**src/rtl/pll_reconfig_ctl_pkg.sv**
```systemverilog
// rtl/pll_reconfig_ctl_pkg.sv - shared types, counter codes and the count-split helper
package pll_reconfig_ctl_pkg;

  typedef enum logic [2:0] {
    ST_IDLE,
    ST_LOAD,
    ST_WRITE,
    ST_WAIT_W,
    ST_RECFG,
    ST_WAIT_R,
    ST_WAIT_LOCK
  } state_e;

  localparam logic [3:0] CT_N = 4'b0000;
  localparam logic [3:0] CT_M = 4'b0001;

  localparam logic [2:0] CP_HIGH   = 3'b000;
  localparam logic [2:0] CP_LOW    = 3'b001;
  localparam logic [2:0] CP_BYPASS = 3'b100;
  localparam logic [2:0] CP_ODD    = 3'b101;

  localparam logic [2:0] LAST_WRITE_IDX = 3'd7;

  typedef struct packed {
    logic [8:0] high;
    logic [8:0] low;
    logic [8:0] bypass;
    logic [8:0] odd;
  } cnt_split_t;

  // A divide-by-one counter is expressed as bypass; otherwise the odd bit lets
  // the high phase carry the extra cycle.
  function automatic cnt_split_t cnt_split(input logic [8:0] k);
    cnt_split_t s;
    if (k == 9'd1) begin
      s.high   = 9'd1;
      s.low    = 9'd1;
      s.bypass = 9'd1;
      s.odd    = 9'd0;
    end else begin
      s.high   = (k >> 1) + {8'd0, k[0]};
      s.low    = k >> 1;
      s.bypass = 9'd0;
      s.odd    = {8'd0, k[0]};
    end
    return s;
  endfunction

endpackage

```
**src/rtl/pll_reconfig_ctl_cnt_split.sv**
```systemverilog
// rtl/pll_reconfig_ctl_cnt_split.sv - splits a divider count into high/low/bypass/odd fields
module pll_cnt_split
  import pll_reconfig_ctl_pkg::*;
(
  input  logic [8:0] k_i,
  output logic [8:0] high_o,
  output logic [8:0] low_o,
  output logic [8:0] bypass_o,
  output logic [8:0] odd_o
);

  cnt_split_t split;

  always_comb split = cnt_split(k_i);

  assign high_o   = split.high;
  assign low_o    = split.low;
  assign bypass_o = split.bypass;
  assign odd_o    = split.odd;

endmodule

```
**src/rtl/pll_reconfig_ctl.sv**
```systemverilog
// rtl/pll_reconfig_ctl.sv - programs PLL N/M counters from the selected frequency word
module pll_reconfig_ctl
  import pll_reconfig_ctl_pkg::*;
#(
  parameter logic [15:0] LOCK_TMO  = 16'd50000,
  parameter logic [7:0]  WBUSY_TMO = 8'd255
) (
  input  logic       hb_clk,
  input  logic       hb_reset,
  input  logic [7:0] pixreg20,
  input  logic [7:0] pixreg21,
  input  logic [7:0] pixreg22,
  input  logic [7:0] pixreg23,
  input  logic [7:0] pixreg24,
  input  logic [7:0] pixreg25,
  input  logic [7:0] pixreg26,
  input  logic [7:0] pixreg27,
  input  logic [1:0] int_fs,
  input  logic       busy,
  input  logic       pll_locked,
  output logic [3:0] counter_type,
  output logic [2:0] counter_param,
  output logic [8:0] data_in,
  output logic       write_param,
  output logic       reconfig,
  output logic       pix_locked,
  output logic       reconf_err
);

  state_e      state_q, state_d;
  logic [15:0] word_q, word_d;
  logic [1:0]  fs_q, fs_d;
  logic        ref_valid_q, ref_valid_d;
  logic        pending_q, pending_d;
  logic [2:0]  idx_q, idx_d;
  logic [15:0] cnt_q, cnt_d;
  logic        pix_locked_q, pix_locked_d;
  logic        reconf_err_q, reconf_err_d;
  logic        lock_meta_q, lock_sync_q;

  logic [15:0] sel_word;
  logic        changed, busy_ok, busy_tmo, in_write;
  logic [8:0]  n_k, m_k;
  logic [8:0]  n_high, n_low, n_bypass, n_odd;
  logic [8:0]  m_high, m_low, m_bypass, m_odd;
  logic [3:0]  fld_type;
  logic [2:0]  fld_param;
  logic [8:0]  fld_data;

  always_comb begin
    sel_word = {pixreg21, pixreg20};
    case (int_fs)
      2'd1:    sel_word = {pixreg23, pixreg22};
      2'd2:    sel_word = {pixreg25, pixreg24};
      2'd3:    sel_word = {pixreg27, pixreg26};
      default: sel_word = {pixreg21, pixreg20};
    endcase
  end

  // Compared against the snapshot of the last attempted sequence, so a failed
  // sequence is not retried until the inputs actually move.
  assign changed = !ref_valid_q || (sel_word != word_q) || (int_fs != fs_q);

  assign n_k = {4'd0, word_q[12:8]} + 9'd1;
  assign m_k = {1'b0, word_q[7:0]} + 9'd1;

  pll_cnt_split u_split_n (
    .k_i      (n_k),
    .high_o   (n_high),
    .low_o    (n_low),
    .bypass_o (n_bypass),
    .odd_o    (n_odd)
  );

  pll_cnt_split u_split_m (
    .k_i      (m_k),
    .high_o   (m_high),
    .low_o    (m_low),
    .bypass_o (m_bypass),
    .odd_o    (m_odd)
  );

  assign fld_type = idx_q[2] ? CT_M : CT_N;

  always_comb begin
    fld_param = CP_HIGH;
    fld_data  = '0;
    case (idx_q[1:0])
      2'd0: begin
        fld_param = CP_HIGH;
        fld_data  = idx_q[2] ? m_high : n_high;
      end
      2'd1: begin
        fld_param = CP_LOW;
        fld_data  = idx_q[2] ? m_low : n_low;
      end
      2'd2: begin
        fld_param = CP_BYPASS;
        fld_data  = idx_q[2] ? m_bypass : n_bypass;
      end
      default: begin
        fld_param = CP_ODD;
        fld_data  = idx_q[2] ? m_odd : n_odd;
      end
    endcase
  end

  assign in_write      = (state_q == ST_WRITE) || (state_q == ST_WAIT_W);
  assign counter_type  = in_write ? fld_type  : 4'd0;
  assign counter_param = in_write ? fld_param : 3'd0;
  assign data_in       = in_write ? fld_data  : 9'd0;
  assign write_param   = (state_q == ST_WRITE) && !busy;
  assign reconfig      = (state_q == ST_RECFG) && !busy;
  assign pix_locked    = pix_locked_q;
  assign reconf_err    = reconf_err_q;

  // cnt_q counts cycles since the strobe; busy is ignored in the first wait cycle.
  assign busy_ok  = (cnt_q != 16'd0) && !busy;
  assign busy_tmo = cnt_q >= {8'd0, WBUSY_TMO};

  always_comb begin
    state_d      = state_q;
    word_d       = word_q;
    fs_d         = fs_q;
    ref_valid_d  = ref_valid_q;
    pending_d    = pending_q;
    idx_d        = idx_q;
    cnt_d        = cnt_q;
    pix_locked_d = pix_locked_q;
    reconf_err_d = reconf_err_q;

    if (state_q != ST_IDLE && changed) pending_d = 1'b1;

    case (state_q)
      ST_IDLE: begin
        if (!lock_sync_q) pix_locked_d = 1'b0;
        if (changed || pending_q) begin
          word_d       = sel_word;
          fs_d         = int_fs;
          ref_valid_d  = 1'b1;
          pending_d    = 1'b0;
          pix_locked_d = 1'b0;
          state_d      = ST_LOAD;
        end
      end
      ST_LOAD: begin
        idx_d   = 3'd0;
        state_d = ST_WRITE;
      end
      ST_WRITE: begin
        if (!busy) begin
          cnt_d   = 16'd0;
          state_d = ST_WAIT_W;
        end
      end
      ST_WAIT_W: begin
        cnt_d = cnt_q + 16'd1;
        if (busy_ok) begin
          if (idx_q == LAST_WRITE_IDX) begin
            state_d = ST_RECFG;
          end else begin
            idx_d   = idx_q + 3'd1;
            state_d = ST_WRITE;
          end
        end else if (busy_tmo) begin
          reconf_err_d = 1'b1;
          state_d      = ST_IDLE;
        end
      end
      ST_RECFG: begin
        if (!busy) begin
          cnt_d   = 16'd0;
          state_d = ST_WAIT_R;
        end
      end
      ST_WAIT_R: begin
        cnt_d = cnt_q + 16'd1;
        if (busy_ok) begin
          cnt_d   = 16'd0;
          state_d = ST_WAIT_LOCK;
        end else if (busy_tmo) begin
          reconf_err_d = 1'b1;
          state_d      = ST_IDLE;
        end
      end
      ST_WAIT_LOCK: begin
        cnt_d = cnt_q + 16'd1;
        if (lock_sync_q) begin
          // A queued change keeps pix_locked low across the back-to-back rerun.
          pix_locked_d = !(pending_q || changed);
          reconf_err_d = 1'b0;
          state_d      = ST_IDLE;
        end else if (cnt_q >= LOCK_TMO) begin
          reconf_err_d = 1'b1;
          state_d      = ST_IDLE;
        end
      end
      default: state_d = ST_IDLE;
    endcase
  end

  always_ff @(posedge hb_clk or posedge hb_reset) begin
    if (hb_reset) begin
      state_q      <= ST_IDLE;
      word_q       <= '0;
      fs_q         <= '0;
      ref_valid_q  <= 1'b0;
      pending_q    <= 1'b0;
      idx_q        <= '0;
      cnt_q        <= '0;
      pix_locked_q <= 1'b0;
      reconf_err_q <= 1'b0;
      lock_meta_q  <= 1'b0;
      lock_sync_q  <= 1'b0;
    end else begin
      state_q      <= state_d;
      word_q       <= word_d;
      fs_q         <= fs_d;
      ref_valid_q  <= ref_valid_d;
      pending_q    <= pending_d;
      idx_q        <= idx_d;
      cnt_q        <= cnt_d;
      pix_locked_q <= pix_locked_d;
      reconf_err_q <= reconf_err_d;
      lock_meta_q  <= pll_locked;
      lock_sync_q  <= lock_meta_q;
    end
  end

endmodule
```
**config.mk**
```make
export PLATFORM = sky130hd
export DESIGN_NAME = pll_reconfig_ctl
export DESIGN_NICKNAME = d
export VERILOG_FILES = /design/src/rtl/pll_reconfig_ctl_pkg.sv /design/src/rtl/pll_reconfig_ctl_cnt_split.sv /design/src/rtl/pll_reconfig_ctl.sv
export SDC_FILE = /design/constraint.sdc
export NUM_CORES = 1
export LEC_CHECK = 0
export CAP_MARGIN = 30
export CORE_MARGIN = 2
export CORE_UTILIZATION = 55
export DETAILED_ROUTE_END_ITERATION = 10
export GPL_TIMING_DRIVEN = 0
export PLACE_DENSITY = 0.87
export SLEW_MARGIN = 20
export SYNTH_ARGS = -nofsm -noshare
export SYNTH_HDL_FRONTEND = slang
export SYNTH_SLANG_ARGS = --single-unit
```
**constraint.sdc**
```tcl
create_clock -name hb_clk -period 6.7 [get_ports hb_clk]
set_input_delay 2.01 -clock hb_clk [delete_from_list [all_inputs] [get_ports hb_clk]]
set_output_delay 2.01 -clock hb_clk [all_outputs]
set_load 0.05 [all_outputs]
```
# == Word-level counts from Yosys, hierarchy flattened ==
# Index checks and enable logic that the tools add are counted.
# op_classes
n_eq_ne,27
reduce_logical,28
order_cmp,2
n_addsub,6
muxes,41
# op_table
cell,n
$pmux 16 s3,2
$mux 9,5
$mux 3,12
$mux 36,1
$mux 33,1
$mux 16,2
$pmux 9 s3,1
$pmux 3 s7,1
$add 16x1->16 const B,1
$ge 16x16->1 const B,1
$ge 16x8->1 const B,1
$ne 16x16->1,1
$ne 2x2->1 const B,8
$reduce_bool 16->1,1
$eq 3x3->1 const B,4
$mux 1,12
$add 8x1->9,1
$add 8x1->9 const B,1
$eq 9x1->1 const B,1
$pmux 3 s3,1
$reduce_and 4->1,2
$add 5x1->6,1
$add 5x1->6 const B,1
$eq 2x2->1 const B,3
other kinds (20),39
# word_totals
input_bits,70
word_cells,115
out_inout_bits,20
register_bits,46

# == Longest topological paths before layout ==
# logic_depth
ltp_word,9
mapped_depth,10
depth_no_buf,8

# == By module ==
# Synthesis repeated with hierarchy kept, for this count alone.
# unflattened
cells_unflattened,498
area_unflattened_um2,4528.1
# by_module_without_submodules
module,instances,seq_area_each_um2,cells_per_inst,area_each_um2
pll_reconfig_ctl,1,1151.1,388,3807.4
pll_cnt_split,2,0.0,55,360.3

# == Worst setup path before layout ==
# No wires, ideal clock.
# synth_timing
path_kind,flip-flop to output port
start,reg word_q[2]
end,out data_in[7]
path_buffers,1
path_stages_with_launch,8
arrival_time_ns,3.464
required_time_ns,4.690
path_slack_ns,1.226
path_cell_list,dfrtp_1 clkbuf_1 nand3_1 nor2_1 xnor2_1 o41ai_1 or3_1 o41ai_1
# synth_between
elab_chain_len,6
elab_cells_between_ends,8
cone_classes,2 x add/sub; 1 x eq/ne; 5 x mux
# synth_rtl
element,line,rtl
from (decl),pll_reconfig_ctl.sv:31,"logic [15:0] word_q, word_d;"
from (signal assigned),pll_reconfig_ctl.sv:217,word_q <= word_d;
$add 8x1->9 *,pll_reconfig_ctl.sv:65,"assign m_k = {1'b0, word_q[7:0]} + 9'd1;"
$add 8x1->9 or $eq 9x1->1 (tied branches),"pll_reconfig_ctl_pkg.sv:41, pll_reconfig_ctl_pkg.sv:35",
$mux 36 *,pll_reconfig_ctl_pkg.sv:35,if (k == 9'd1) begin
"$mux 9, on equally long branches","pll_reconfig_ctl.sv:91, pll_reconfig_ctl.sv:95",
$pmux 9 s3 *,pll_reconfig_ctl.sv:88,case (idx_q[1:0])
$mux 9 *,pll_reconfig_ctl.sv:111,assign data_in = in_write ? fld_data : 9'd0;
to (decl),pll_reconfig_ctl.sv:23,"output logic [8:0] data_in,"
# Every way passes the cells marked *; elsewhere a longest branch is shown, timed or not.

# == Worst setup path in the final report ==
# layout_timing
start,reg word_q[2]
end,out data_in[0]
# layout_between
elab_chain_len,6
elab_cells_between_ends,9
cone_classes,1 x add/sub; 1 x eq/ne; 7 x mux
# layout_rtl
element,line
$add 8x1->9 *,pll_reconfig_ctl.sv:65
$eq 9x1->1 *,pll_reconfig_ctl_pkg.sv:35
$mux 36 *,pll_reconfig_ctl_pkg.sv:35
"$mux 9, on equally long branches",n/a
$pmux 9 s3 *,pll_reconfig_ctl.sv:88
$mux 9 *,pll_reconfig_ctl.sv:111
# Marked as above.

==> qor.csv <==
metric;value;unit
status;completed;
H-tree depth;2;
PwrDens;373;mW/mm2
DRT Wirelength;10000;um
grt ovf;0;
height of the die;88.4;um
Lkg Pwr;2.11;nW
first-pass GRT wire length;16000;um
Clk pin slew, worst setup/hold paths;0.09;ns
Fmax achieved;0.166;GHz
max_cap viols;0;
layout cell share with drive strength beyond 1;0.124;
largest area contributor in the netlist;dfrtp_1;
flops & latches, synth;46;
peak supply drop;0.000170;V
r2r setup slk;3.75;ns
met1 GRT Util;0.367;
fin crit period;6.03;ns
CTS tree;done;
vias in the first global route;3329;
CP arrival;4.02;ns
IO buf count;83;
Pint;0.947;mW
# hold bufs at CTS;0;
startpoint types;register;
Syn. warnings;0;
worst skew pair latency;0.31;ns
non-filler instance count after layout;619;
initial DRC count;228;
Final Hold Viols;0;
Tot GR Track Use;0.261;
CTS Buffer Depth;2;
EDFF count, synth;0;
unrepaired setup endpoints after global routing;no;
Req. time, crit path;4.69;ns
Sw Pwr;0.917;mW
Logic pwr share;0.666;
Slew HR;0.373;
setup_tns;0;ns
CP Capture Type;output pin;
synth top area cells;dfrtp_1 (29%), mux4_2 (5.7%), xnor2_1 (5.1%);
Top Usage Layer GRT;met2;
asr flop ratio synth;1.00;
Reg power frac;0.240;
Final #Nets;607;
Tot Pwr;1.86;mW
initial antenna violation count;0;
clock root cell;clkbuf_8;
global-route track usage on met3;0.0345;
Final Skew;0.00723;ns
DP Area;0.00491;mm2
Final ANT Viol Nets;0;
Core Rows;30;
DRC;0;
clock sink total;46;
worst min path class;register to register;
post-synthesis cell type count;69;
Seq/Total Area, Yosys;0.294;
Die X-Extent;88.4;um
IO Pins;90;
Inst Count DP;610;
Finished Cell Area;0.00500;mm2
Max Slew Vio Count;0;
WL per Instance;16.2;um
Crit Path Class;register to output pin;
mapped cell area;0.00392;mm2
Slew @ Worst Pin;0.929;ns
final setup violation count;0;
GPL Wtd Cong;0.892;
CP max FO;10;
vias per std cell;5.92;
most frequent cells in the layout;clkdlybuf4s50_1 (83), dfrtp_1 (46), nand2_1 (35), nor2_1 (32), xnor2_1 (23);
largest net degree at the start of global routing;33;
Synth-to-Final Area Change;27.6;%
initial core utilization;0.574;
top-area cell type share of the netlist area;0.294;
clock share of power;0.093;
met2 usage;0.427;
detailed placement HPWL;7710;um
# diodes;0;
Cells after Synth;426;
Setup Buffers After CTS;0;
die area;0.00782;mm2
CTS buffer count;5;
commonest non-fill, non-tap cell in the layout;clkdlybuf4s50_1;
via count;3664;
Syn Area/Cell;9.20;um2
core area;0.00683;mm2
sw frac;0.492;
first-pass iteration count of the detailed router;4;
ys flop type;dfrtp_1;
cts repair resizes;0;
period utilization;0.900;
## through the flow
| step | setup WS, ns | hold slack (ns) | utilization |
|---|---|---|---|
| 6_report | 0.668 | 0.354 | 0.732 |
| 5_1_grt | 0.557 | 0.376 | 0.732 |
| 4_1_cts | 0.703 | 0.356 | 0.731 |
| 3_5_place_dp | 1.00 | 0.336 | 0.718 |
| 3_3_place_gp | 0.998 | 0.332 | 0.715 |
| 2_1_floorplan | 1.23 | 0.331 | - |
## cells by family (layout without fill, tap and decap cells)
group,count (synthesis),count (layout),synth area share
flip-flops,46,46,0.294
other,1,5,0.000957
multiplexers,45,45,0.164
buffers and inverters,47,140,0.0590
AND/OR/NAND/NOR,148,148,0.192
XOR/XNOR,43,43,0.0961
AO/OA/AOI/OAI,80,80,0.144
adder cells (fa/ha/maj),16,16,0.0504
## power groups by stage
stage,Combinational (mW),Sequential (mW),Clock (mW)
finish,1.24,0.448,0.174
global route,1.34,0.458,0.188
CTS,1.23,0.444,0.177
detailed placement,1.22,0.448,0
global placement,1.19,0.441,0
floorplan,0.913,0.428,0
## worst paths after layout
kind / startpoint / depth (start not counted) / endpoint
worst max-delay path: word_q[2] / 8 / data_in[0]
min in group asynchronous: hb_reset / 2 / cnt_q[10]
worst max register to register: word_q[2] / 7 / word_q[0]
max in group asynchronous: hb_reset / 3 / word_q[0]
worst min-delay path: lock_meta_q / 0 / lock_sync_q
worst min register to register: lock_meta_q / 0 / lock_sync_q
## per-layer routing
metal | up-vias | share of wire
met5 | - | 0
met1 | 1789 | 0.44
met3 | 13 | 0.050
met2 | 143 | 0.50
li1 | 1719 | -
met4 | 0 | 0.015
## cell type report
class	instances	area [um2]
Fill cell	498	1830
Tap cell	96	120
Clock inverter	3	21.3
Buffer	28	160
Sequential cell	46	1150
Timing Repair Buffer	85	856
Inverter	19	71.3
Clock buffer	5	68.8
Multi-Input combinational cell	337	2550
## cells in the mapped netlist, types with 5 or more instances
master	n
ha_1	15
dfrtp_1	46
nand2_1	35
mux4_2	10
nor2_1	32
buf_4	8
nor4_1	7
mux2i_1	15
and2_1	6
mux2_4	7
clkbuf_1	15
nand2b_1	5
xor2_1	20
o22ai_1	7
nand3_1	18
or2_2	6
nor2b_1	5
nor3_1	12
o21ai_0	13
mux2_2	12
inv_1	16
a21oi_1	15
xnor2_1	23
## state kept, by name (all words and copies together) (netlist names)
signal,cells
idx_q,3
cnt_q,16
fs_q,2
ref_valid_q,1
state_q,3
pending_q,1
lock_sync_q,1
lock_meta_q,1
word_q,16
pix_locked,1
reconf_err,1
## worst max-delay path, cell delays in order (launching register included)
cell	delay [ns]
dfrtp_1	0.38
clkbuf_1	0.44
nand3_1	0.20
nor2_1	0.27
mux2_2	0.38
o41ai_1	0.86
and2_1	0.23
a22o_1	0.15
clkdlybuf4s50_1	0.80
Power figures use the tool's default switching activity.
